[config.mk]
export PLATFORM = sky130hd
export DESIGN_NAME = rv_fpu_csr_responder
export DESIGN_NICKNAME = d
export VERILOG_FILES = /design/src/rtl/rv_fpu_csr_responder_pkg.sv /design/src/rtl/rv_fpu_csr_responder_fcsr_bank.sv /design/src/rtl/rv_fpu_csr_responder.sv
export SDC_FILE = /design/constraint.sdc
export NUM_CORES = 1
export LEC_CHECK = 0
export BUFFER_PORTS_ARGS = -buffer_cell sky130_fd_sc_hd__buf_2
export CAP_MARGIN = 20
export CORE_MARGIN = 1
export CORE_UTILIZATION = 45
export CTS_BUF_LIST = sky130_fd_sc_hd__clkbuf_8
export DETAILED_ROUTE_END_ITERATION = 12
export PLACE_DENSITY = 0.75
export SYNTH_ARGS = -nofsm -noshare
export SYNTH_HDL_FRONTEND = slang
export SYNTH_HIERARCHICAL = 1
export SYNTH_SLANG_ARGS = --single-unit
[constraint.sdc]
create_clock -name clk -period 2.8 [get_ports clk]
set_input_delay 0.56 -clock clk [delete_from_list [all_inputs] [get_ports clk]]
set_output_delay 0.56 -clock clk [all_outputs]
set_load 0.005 [all_outputs]
[src/rtl/rv_fpu_csr_responder_pkg.sv]
// Shared types and constants for the FPU<->CSR responder.
// Optional feature macro: FPU_FFLAGS_CNT_EN (see rv_fpu_csr_responder.sv).
package rv_fpu_csr_responder_pkg;

  localparam int unsigned NUM_WARPS     = 4;
  localparam int unsigned NW_BITS       = $clog2(NUM_WARPS);
  localparam int unsigned UUID_BITS     = 8;
  localparam int unsigned INST_FRM_BITS = 3;
  localparam int unsigned FFLAGS_BITS   = 5;

  localparam logic [11:0] CSR_FFLAGS = 12'h001;
  localparam logic [11:0] CSR_FRM    = 12'h002;
  localparam logic [11:0] CSR_FCSR   = 12'h003;

  typedef logic [NW_BITS-1:0] wid_t;

  typedef enum logic [1:0] {
    CsrOpRead = 2'b00,
    CsrOpRw   = 2'b01,
    CsrOpRs   = 2'b10,
    CsrOpRc   = 2'b11
  } csr_op_e;

  typedef enum logic {
    StIdle,
    StResp
  } state_e;

  // Only the low 8 bits matter: no fcsr field lives above bit 7.
  function automatic logic [7:0] csr_alu(csr_op_e op, logic [7:0] old_val, logic [7:0] wdata);
    unique case (op)
      CsrOpRw: csr_alu = wdata;
      CsrOpRs: csr_alu = old_val | wdata;
      CsrOpRc: csr_alu = old_val & ~wdata;
      default: csr_alu = old_val;
    endcase
  endfunction

endpackage

[src/rtl/rv_fpu_csr_responder_fcsr_bank.sv]
// Per-warp fcsr storage: FPU frm read port, CSR read-modify-write port, sticky flag OR port.
module rv_fcsr_bank
  import rv_fpu_csr_responder_pkg::*;
(
  input  logic                     clk,
  input  logic                     reset,
  input  wid_t                     rd_wid,
  output logic [INST_FRM_BITS-1:0] rd_frm,
  input  wid_t                     csr_wid,
  input  logic [11:0]              csr_addr,
  output logic [7:0]               csr_old,
  input  logic                     csr_we,
  input  logic [7:0]               csr_new,
  input  logic                     flag_we,
  input  wid_t                     flag_wid,
  input  logic [FFLAGS_BITS-1:0]   flag_fflags
);

  logic [FFLAGS_BITS-1:0]   fflags_q [NUM_WARPS];
  logic [FFLAGS_BITS-1:0]   fflags_d [NUM_WARPS];
  logic [INST_FRM_BITS-1:0] frm_q    [NUM_WARPS];
  logic [INST_FRM_BITS-1:0] frm_d    [NUM_WARPS];

  assign rd_frm = frm_q[rd_wid];

  // CSR view of the addressed register; unknown addresses read as zero.
  always_comb begin
    csr_old = '0;
    case (csr_addr)
      CSR_FFLAGS: csr_old = {3'b0, fflags_q[csr_wid]};
      CSR_FRM:    csr_old = {5'b0, frm_q[csr_wid]};
      CSR_FCSR:   csr_old = {frm_q[csr_wid], fflags_q[csr_wid]};
      default:    csr_old = '0;
    endcase
  end

  // CSR write lands first, then FPU flags are ORed on top so no flag is ever lost.
  always_comb begin
    for (int w = 0; w < NUM_WARPS; w++) begin
      fflags_d[w] = fflags_q[w];
      frm_d[w]    = frm_q[w];
      if (csr_we && (csr_wid == wid_t'(w))) begin
        case (csr_addr)
          CSR_FFLAGS: fflags_d[w] = csr_new[4:0];
          CSR_FRM:    frm_d[w]    = csr_new[2:0];
          CSR_FCSR: begin
            fflags_d[w] = csr_new[4:0];
            frm_d[w]    = csr_new[7:5];
          end
          default: ;
        endcase
      end
      if (flag_we && (flag_wid == wid_t'(w))) begin
        fflags_d[w] = fflags_d[w] | flag_fflags;
      end
    end
  end

  // Storage registers.
  always_ff @(posedge clk or negedge reset) begin
    if (!reset) begin
      for (int w = 0; w < NUM_WARPS; w++) begin
        fflags_q[w] <= '0;
        frm_q[w]    <= '0;
      end
    end else begin
      for (int w = 0; w < NUM_WARPS; w++) begin
        fflags_q[w] <= fflags_d[w];
        frm_q[w]    <= frm_d[w];
      end
    end
  end

endmodule

[src/rtl/rv_fpu_csr_responder.sv]
// CSR-side end of the FPU<->CSR interface: request/response FSM, pending vector, flag counter.
// Define FPU_FFLAGS_CNT_EN to enable the saturating count of nonzero FPU flag writes.
module rv_fpu_csr_responder
  import rv_fpu_csr_responder_pkg::*;
#(
  parameter int unsigned CORE_ID = 0
) (
  input  logic                     clk,
  input  logic                     reset,
  input  logic [NW_BITS-1:0]       fpu_read_wid,
  output logic [INST_FRM_BITS-1:0] fpu_read_frm,
  input  logic                     fpu_write_enable,
  input  logic [NW_BITS-1:0]       fpu_write_wid,
  input  logic [FFLAGS_BITS-1:0]   fpu_write_fflags,
  input  logic [NUM_WARPS-1:0]     fpu_pending,
  input  logic                     csr_req_valid,
  output logic                     csr_req_ready,
  input  logic [UUID_BITS-1:0]     csr_req_uuid,
  input  logic [NW_BITS-1:0]       csr_req_wid,
  input  logic [1:0]               csr_req_op,
  input  logic [11:0]              csr_req_addr,
  input  logic [31:0]              csr_req_wdata,
  output logic                     csr_rsp_valid,
  input  logic                     csr_rsp_ready,
  output logic [UUID_BITS-1:0]     csr_rsp_uuid,
  output logic [NW_BITS-1:0]       csr_rsp_wid,
  output logic [31:0]              csr_rsp_rdata,
  output logic [NUM_WARPS-1:0]     csr_pending,
  output logic [15:0]              perf_fflags_cnt
);

  state_e               state_q;
  logic                 rsp_valid_q;
  logic [UUID_BITS-1:0] rsp_uuid_q;
  wid_t                 rsp_wid_q;
  logic [7:0]           rsp_rdata_q;
  logic [NUM_WARPS-1:0] pending_q, pending_d;

  logic       same_wid_write;
  logic       accept;
  logic       rsp_fire;
  logic       csr_we;
  logic [7:0] csr_old;
  logic [7:0] csr_new;
  csr_op_e    req_op;

  // Upper operand bits never reach any fcsr field.
  logic unused_wdata;
  assign unused_wdata = ^csr_req_wdata[31:8];

  assign req_op         = csr_op_e'(csr_req_op);
  assign same_wid_write = fpu_write_enable & (fpu_write_wid == csr_req_wid);
  assign csr_req_ready  = ((state_q == StIdle) | csr_rsp_ready)
                          & ~fpu_pending[csr_req_wid] & ~same_wid_write;
  assign accept         = csr_req_valid & csr_req_ready;
  assign rsp_fire       = rsp_valid_q & csr_rsp_ready;
  assign csr_new        = csr_alu(req_op, csr_old, csr_req_wdata[7:0]);
  assign csr_we         = accept & (req_op != CsrOpRead);

  assign csr_rsp_valid = rsp_valid_q;
  assign csr_rsp_uuid  = rsp_uuid_q;
  assign csr_rsp_wid   = rsp_wid_q;
  assign csr_rsp_rdata = {24'b0, rsp_rdata_q};
  assign csr_pending   = pending_q;

  rv_fcsr_bank u_bank (
    .clk         (clk),
    .reset       (reset),
    .rd_wid      (fpu_read_wid),
    .rd_frm      (fpu_read_frm),
    .csr_wid     (csr_req_wid),
    .csr_addr    (csr_req_addr),
    .csr_old     (csr_old),
    .csr_we      (csr_we),
    .csr_new     (csr_new),
    .flag_we     (fpu_write_enable),
    .flag_wid    (fpu_write_wid),
    .flag_fflags (fpu_write_fflags)
  );

  // Request/response FSM with registered response payload.
  always_ff @(posedge clk or negedge reset) begin
    if (!reset) begin
      state_q     <= StIdle;
      rsp_valid_q <= 1'b0;
      rsp_uuid_q  <= '0;
      rsp_wid_q   <= '0;
      rsp_rdata_q <= '0;
    end else begin
      unique case (state_q)
        StIdle: begin
          if (accept) begin
            state_q     <= StResp;
            rsp_valid_q <= 1'b1;
            rsp_uuid_q  <= csr_req_uuid;
            rsp_wid_q   <= csr_req_wid;
            rsp_rdata_q <= csr_old;
          end
        end
        StResp: begin
          if (csr_rsp_ready) begin
            if (accept) begin
              rsp_uuid_q  <= csr_req_uuid;
              rsp_wid_q   <= csr_req_wid;
              rsp_rdata_q <= csr_old;
            end else begin
              state_q     <= StIdle;
              rsp_valid_q <= 1'b0;
            end
          end
        end
        default: begin
          state_q     <= StIdle;
          rsp_valid_q <= 1'b0;
        end
      endcase
    end
  end

  // Pending bits: retire on response handshake, set on accept (set wins for the same warp).
  always_comb begin
    pending_d = pending_q;
    if (rsp_fire) pending_d[rsp_wid_q] = 1'b0;
    if (accept)   pending_d[csr_req_wid] = 1'b1;
  end

  // Pending vector register.
  always_ff @(posedge clk or negedge reset) begin
    if (!reset) pending_q <= '0;
    else        pending_q <= pending_d;
  end

`ifdef FPU_FFLAGS_CNT_EN
  logic [15:0] cnt_q;

  // Saturating count of FPU flag writes that raise at least one flag.
  always_ff @(posedge clk or negedge reset) begin
    if (!reset) begin
      cnt_q <= '0;
    end else if (fpu_write_enable && (|fpu_write_fflags) && (cnt_q != 16'hFFFF)) begin
      cnt_q <= cnt_q + 16'd1;
    end
  end

  assign perf_fflags_cnt = cnt_q;
`else
  assign perf_fflags_cnt = '0;
`endif

endmodule

After elaboration in Yosys (flattened, before gate mapping)
Cells that the tools add are included.

Output and inout port bits: 67. Logic and storage cells: 126. Bits in registers: 56.

$lt $le $gt $ge: 6. Bitwise gates (word level): 22. Equality and inequality tests: 16. Multiplexer cells: 48. Reductions and logical operators: 20.

Operators with widths (count): $mux W5 (14); $pmux W8 S3 (2); $mux W8 (4); $pmux W8 S2 (2); $eq A12 B2 Y1 const B (2); $or A5 B5 Y5 (4); $bmux W3 S2 (2); $eq A12 B1 Y1 const B (1); $eq A2 B2 Y1 const B (6); $mux W3 (4); $bmux W5 S2 (1); $logic_and A1 B1 Y1 (10); $and A8 B8 Y8 (1); $mux W1 (8); $mux W4 (2); $not A8 Y8 (1); $or A8 B8 Y8 (1); $reduce_and A2 Y1 (4); $and A1 B1 Y1 (6); $eq A2 B1 Y1 const B (3); $ge A3 B3 Y1 const B (2); $lt A2 B3 Y1 const B (2); $ne A2 B2 Y1 const B (3); $not A2 Y3 (2); 17 further kinds (25).

Longest topological paths before layout
Gate-level depths: netlist of the first run.

Depth in word-level cells: 11. Gate-level depth with buffers: 10. Mapped depth without buffers: 9.

Cells and area by module
Netlist of the first run, hierarchy kept.

Modules (own cells, without submodules): rv_fcsr_bank (cells an instance 175, instances 1, area an instance 1926.8 sq um); rv_fpu_csr_responder (cells an instance 147, instances 1, area an instance 1599.0 sq um).

Worst setup path after synthesis of the first run
OpenSTA, ideal clock, no wires.

Kind: input to register. Start: input port csr_req_wid[0]. End: register u_bank/fflags_q[0] (netlist name). Arrival: 2.668 ns. Path buffers: 1. Data required time: 2.674 ns. Library setup time: 0.126 ns. Path slack: 0.006 ns. Stages: 9. Path through: mux4_2 -> a311oi_4 -> nand2_4 -> buf_6 -> nor2_1 -> nand4_1 -> nor4_4 -> nor2b_1 -> a221o_1.

RTL lines: start, declared (RTL line rv_fpu_csr_responder.sv:19) `input logic [NW_BITS-1:0] csr_req_wid,`; end signal, assigned by index (RTL line rv_fpu_csr_responder_fcsr_bank.sv:68) `fflags_q[w] <= fflags_d[w];`; end, declared (RTL line rv_fpu_csr_responder_fcsr_bank.sv:19) `logic [FFLAGS_BITS-1:0] fflags_q [NUM_WARPS];`.

==> run metrics, run 1 <==
status=finished, final reports clean; WL per Instance=14.7 um; port bufs=76; commonest non-fill, non-tap cell in the layout=buf_2; LEAKAGE=0.00200 uW; Final Hold Viols=0; Final period util=88.3%; post-route setup slack=0.328 ns; Clock Power Share=28.7%; CTS tree=done; fin crit period=2.47 ns; Net Sw Power=544 uW; starting DRC count in detailed routing=189; most frequent cells in the layout=buf_2 (76), dfrtp_1 (56), conb_1 (40), nand2_1 (37), buf_4 (25); R2R Path End=u_bank/fflags_q[2]; sequential share of the synthesized area=39.7%; reg-to-reg startpoint=u_bank/frm_q[11]; Residual DRC=0; WP data arrival=2.67 ns; WHS=0.257 ns; Fmax achieved=404 MHz; FF-to-FF setup slack=0.55 ns; H-tree Lvls=2; DR vias/cell=5.08; cell count after synthesis=322; Antenna diodes=0; CP max-delay cell=mux4_2; Antenna Nets Post-Route=0; Gate power share=22.2%; Worst-Skew Late Latency=0.31 ns; CP Class=input port to register; vias in the first global route=2561; nets=494; CTS Hold Bufs=0; Starting Density=47.6%; max incr delay on CP=0.52 ns; Critical Path Start Type=input port; CTS resizes=0; die area=8190 um^2; Top Ports=141; Area Overhead vs Synth=18.2%; crit path from=csr_req_wid[0]; Synth cell types=45; Worst VDD drop=0.222 mV; clk buf depth=2; gp weighted congestion=0.876; via count=2643; CTS clock-pin slew for the worst setup and hold paths=0.10 ns; Overflow after GRT=0; HP Class=input port to asynchronous set/reset pin; Die Span Y=90.5 um; Avg Cell Area, Syn=10.9 um^2; all-layer global routing usage=19.4%; Mapped Area=3530 um^2; initial antenna violation count=0; Internal Power=1410 uW; share of cells above drive strength 1=36.3%; largest net degree at the start of global routing=31; drt pass-1 iters=4; Slew Viols, Final=0; Post-Route WL=7.63 mm; worst slack, placed=0.00330 ns; crit path to=u_bank/fflags_q[3]; CTS Buf Count=5; post-detail-place hpwl=5.98 mm; Core Rows=31; data required time of the worst path=3.00 ns; Die X=90.5 um; worst-path fanout max=11; R2R depth=8; # setup viols final=0; worst slew pin tran=0.724 ns; clock skew=0.00742 ns; total clock sinks=56; # fillers=657; sw frac=27.8%; setup TNS=0 ns; first-pass GRT wire length=12.6 mm; post-CTS setup buffers=0; sequential share of power=49.1%; cells along the critical path=buf_2, buf_12, buf_4, mux4_2, and3_1, nor2b_1, a211oi_1, a311oi_1, a221o_1; Rel. slew slack=51.7%; total of max-cap violations=0; Syn. warnings=6; CTS root buf=clkbuf_8; Setup crit end kind=register; Core Region=7410 um^2; Pwr per Cell Area=469 nW/um^2; synthesized flop and latch total=56; RSZ-0062 raised after global routing=no
==> critical path: cells and delay by family <==
family          cells  cell delay [ns]
simple gates        2             0.35
compound gates      3             0.76
buf+inv             3             0.46
mux                 1             0.52
==> registers in the layout (all words and copies together), names as in the netlist <==
name,flops
csr_rsp_valid,1
state_q,1
csr_rsp_wid,2
csr_pending,4
rsp_rdata_q,8
u_bank/frm_q,12
csr_rsp_uuid,8
u_bank/fflags_q,20
==> worst min path at each step <==
stage          depth (start not counted)                  end  slack, ns
2_1_floorplan                          0       csr_pending[0]       0.26
6_report                               1       csr_rsp_wid[1]       0.26
3_3_place_gp                           1        csr_rsp_valid       0.45
5_1_grt                                1       csr_rsp_wid[1]       0.29
3_5_place_dp                           1        csr_rsp_valid       0.46
4_1_cts                                1  u_bank/fflags_q[19]       0.26
==> metal layers <==
metal,wire (um),track usage [%]
met3,458,3.87
met2,3650,32.4
met4,131,6.45
met5,0,0
met1,3390,25.1
==> layout make-up <==
class | count | area [um^2] | share of cell area [%]
inverters | 17 | 63.8 | 1.53
clock inverters | 2 | 38.8 | 0.931
clock buffers | 6 | 82.6 | 1.98
flip-flops and latches | 56 | 1400 | 33.6
well taps | 99 | 124 | 2.97
multi-input cells | 237 | 1850 | 44.4
repair buffers | 103 | 608 | 14.6
==> metrics by stage <==
step / instances / util [%] / cell area [um^2] / power, uW
5_1_grt: 520 / 56.2 / 4170 / 2050
6_report: 520 / 56.2 / 4170 / 1950
4_1_cts: 520 / 56.2 / 4170 / 1970
2_1_floorplan: 361 / - / 3670 / 1240
3_3_place_gp: 512 / 54.6 / 4050 / 1390
3_5_place_dp: 512 / 54.6 / 4050 / 1400
==> logic make-up (layout without fill, tap and decap cells) <==
group	Yosys count	count (layout)	share of synthesized area, %
xor+xnor	2	2	0.497
buf+inv	68	128	12.0
simple gates	100	100	15.8
other cells	1	40	0.106
flops	56	56	39.7
compound gates	39	39	9.19
mux	56	56	22.7
==> cells in the mapped netlist (all sizes together) <==
cell	n	area (um^2)
and2	3	18.8
mux2i	27	282
a22oi	4	30.0
a221o	5	50.1
xnor2	2	17.5
mux4	12	270
a21oi	1	5.00
nand2	38	150
nand2b	1	6.26
a211oi	8	60.1
nand3	3	15.0
nor4bb	1	10.0
nor3	2	10.0
conb	1	3.75
o211ai	3	22.5
o31ai	4	30.0
mux2	17	248
clkbuf	6	22.5
nor3b	1	7.51
nand4	4	25.0
nor2b	15	93.8
and3b	1	8.76
and4b	2	20.0
nor4b	1	15.0
buf	45	337
dfrtp	56	1400
or2	1	6.26
a311oi	9	96.4
nor2	16	60.1
and3	3	18.8
o21ai	4	20.0
inv	17	63.8
or4	3	26.3
a21bo	1	10.0
nor4	5	65.1
==> power groups by stage <==
stage	combinational, uW	sequential, uW	clock, uW
global route	476	970	603
global placement	420	968	0
detailed placement	435	970	0
finish	434	959	561
CTS	435	956	577
floorplan	267	970	0
Note: power is estimated with default switching activity, not from simulation.
==> run 2, diff against run 1 <==
--- a/config.mk
+++ b/config.mk
@@ -7,9 +7,9 @@
 export LEC_CHECK = 0
 export BUFFER_PORTS_ARGS = -buffer_cell sky130_fd_sc_hd__buf_2
 export CAP_MARGIN = 20
-export CORE_MARGIN = 1
 export CORE_UTILIZATION = 45
 export CTS_BUF_LIST = sky130_fd_sc_hd__clkbuf_8
+export CTS_CLUSTER_DIAMETER = 200
 export DETAILED_ROUTE_END_ITERATION = 12
 export PLACE_DENSITY = 0.75
 export SYNTH_ARGS = -nofsm -noshare
==> constraint.sdc (replaced) <==
create_clock -name clk -period 2.8 [get_ports clk]
set_input_delay 0.14 -clock clk [delete_from_list [all_inputs] [get_ports clk]]
set_output_delay 0.14 -clock clk [all_outputs]
set_load 0.005 [all_outputs]
==> run 2 against run 1 <==
  * Via count shrank 0.61%
  * Register-to-register slack lost 0.19 ns
  * Sequential power is essentially flat
  * Critical path type is now register to register
==> run metrics, run 2 (synthesized netlist as in run 1, its figures left out) <==
# placed instances=497 (-2.9%); CP max-delay cell=dfrtp_1; nets=480 (-2.8%); Area Overhead vs Synth=13.6%; CP Class=register to register; all-layer global routing usage=18.5% (-0.91 points); WP data arrival=2.64 ns (-0.03 ns); # setup viols final=0 (unchanged); DR vias/cell=5.19 (+2.1%); post-detail-place hpwl=5.68 mm (-5.1%); post-CTS setup buffers=0 (unchanged); vias in the first global route=2463 (-3.8%); Non-Filler Instances=506 (-2.7%); die area=8190 um^2 (unchanged); status=finished, final reports clean; most frequent cells in the layout=buf_2 (76), dfrtp_1 (56), conb_1 (40), nand2_1 (37), mux2i_1 (24); first-pass GRT wire length=12.0 mm (-5.0%); WL per Instance=14.6 um (-0.82%); Hold Path Stages=2; Final Hold Viols=0 (unchanged); Setup crit end kind=register; Net Sw Power=522 uW (-4.0%); total of max-cap violations=0 (unchanged); gp weighted congestion=0.828 (-5.5%); Post-Route WL=7.36 mm (-3.5%); cells along the critical path=nor2b_1, a311oi_4, nand2_4, nor2_1, nor4bb_1, nand4_1, mux2i_1, nand2_1; Final period util=87.1% (-1.2 points); total power=1810 uW (-7.6%); HP Class=input port to register; Antenna diodes=0 (unchanged); starting DRC count in detailed routing=182 (-3.7%); Fmax achieved=410 MHz (+1.4%); worst-path fanout max=6 (-5); Core Rows=31 (unchanged); post-route setup slack=0.362 ns (+0.0345 ns); commonest non-fill, non-tap cell in the layout=buf_2; Clock Power Share=23.9% (-4.8 points); setup TNS=0 ns (unchanged); Antenna Nets Post-Route=0 (unchanged); R2R depth=8 (unchanged); CTS tree=done; Residual DRC=0 (unchanged); data required time of the worst path=3.00 ns (about the same); drt pass-1 iters=4 (unchanged); Final Core Density=54.0% (-2.2 points); Gate power share=23.1% (+0.9 points); Critical Path Start Type=register; worst slack, placed=0.119 ns (+0.116 ns); Largest register FFs=20 (unchanged); worst slew pin tran=0.672 ns (-0.0514 ns); LEAKAGE=0.00191 uW (-4.6%); largest net degree at the start of global routing=30 (-3.2%); clock skew=0.0134 ns (+0.00603 ns); Worst-Skew Late Latency=0.31 ns (about the same); max incr delay on CP=0.40 ns (-0.12 ns); H-tree Lvls=2 (unchanged); Pwr per Cell Area=451 nW/um^2 (-3.9%); RSZ-0062 raised after global routing=no; Most flops, register=u_bank/fflags_q; Core Region=7410 um^2 (unchanged); Slew Viols, Final=0 (unchanged); Starting Density=47.6% (unchanged); CTS Buf Count=5 (unchanged); family with the most delay on the worst path=simple AND/OR/NAND/NOR gates; Overflow after GRT=0 (unchanged); CTS clock-pin slew for the worst setup and hold paths=0.10 ns (about the same); Critical Path Stages=8 (-1); port bufs=76 (unchanged); fin crit period=2.44 ns (-0.0345 ns); CTS root buf=clkbuf_8; clk buf depth=2 (unchanged); Die X=90.5 um (unchanged); Die Span Y=90.5 um (unchanged); Internal Power=1280 uW (-9.0%); share of cells above drive strength 1=33.7% (-2.7 points); Worst VDD drop=0.178 mV (-20%); largest registers=u_bank/fflags_q x20, u_bank/frm_q x12; total clock sinks=56 (unchanged); sw frac=28.9% (+1.1 points); via count=2627 (-0.61%); Top Ports=141 (unchanged); CP bufs+invs=0 (-3); Rel. slew slack=54.9% (+3.2 points); sequential share of power=53.0% (+3.9 points); initial antenna violation count=0 (unchanged)
==> run 2: metrics by stage <==
step	hold WS (ns)	area, um^2
after floorplan	-0.156	3670
after global placement	0.210	3910
after detailed placement	0.207	3910
after CTS	0.0438	4000
after global routing	0.0406	4000
final	0.0475	4000
==> run 2: path summary, 6_finish.rpt <==
kind / slack, ns / to / from
min in group asynchronous: 0.38 / csr_rsp_uuid[6] / reset
setup / recovery: 0.36 / u_bank/fflags_q[16] / state_q
max in group asynchronous: 1.60 / u_bank/frm_q[9] / reset
setup reg to reg: 0.36 / u_bank/fflags_q[16] / state_q
hold / removal: 0.05 / csr_rsp_uuid[0] / csr_req_uuid[0]
hold reg to reg: 0.47 / csr_rsp_valid / state_q
==> run 2: power by group through the flow <==
stage               registers (uW)  logic [uW]  clock network (uW)
floorplan                      970         267                   0
global placement               966         409                   0
detailed placement             968         420                   0
CTS                            956         420                 446
global route                   965         461                 481
finish                         956         418                 431
==> run 2: final cells by class <==
type / count / area, um^2
Sequential cell: 56 / 1400
Tap cell: 99 / 124
Multi-Input combinational cell: 237 / 1850
Timing Repair Buffer: 89 / 480
Clock buffer: 5 / 68.8
Clock inverter: 3 / 17.5
Inverter: 17 / 63.8
Fill cell: 672 / 3400
==> run 2: layer usage <==
| layer | part of all wire (%) | vias to the layer above | track usage (%) |
|---|---|---|---|
| li1 | - | 1242 | - |
| met1 | 45 | 1270 | 24.9 |
| met2 | 48 | 102 | 30.6 |
| met3 | 5.4 | 13 | 2.86 |
| met4 | 2.0 | 0 | 5.91 |
| met5 | 0 | - | 0 |
==> run 2: repair_timing <==
| action | in CTS | in global routing |
|---|---|---|
| hold buffers | 1 | 0 |
| resized for setup | 0 | 0 |
| endpoints found under the hold margin | 28 | 0 |
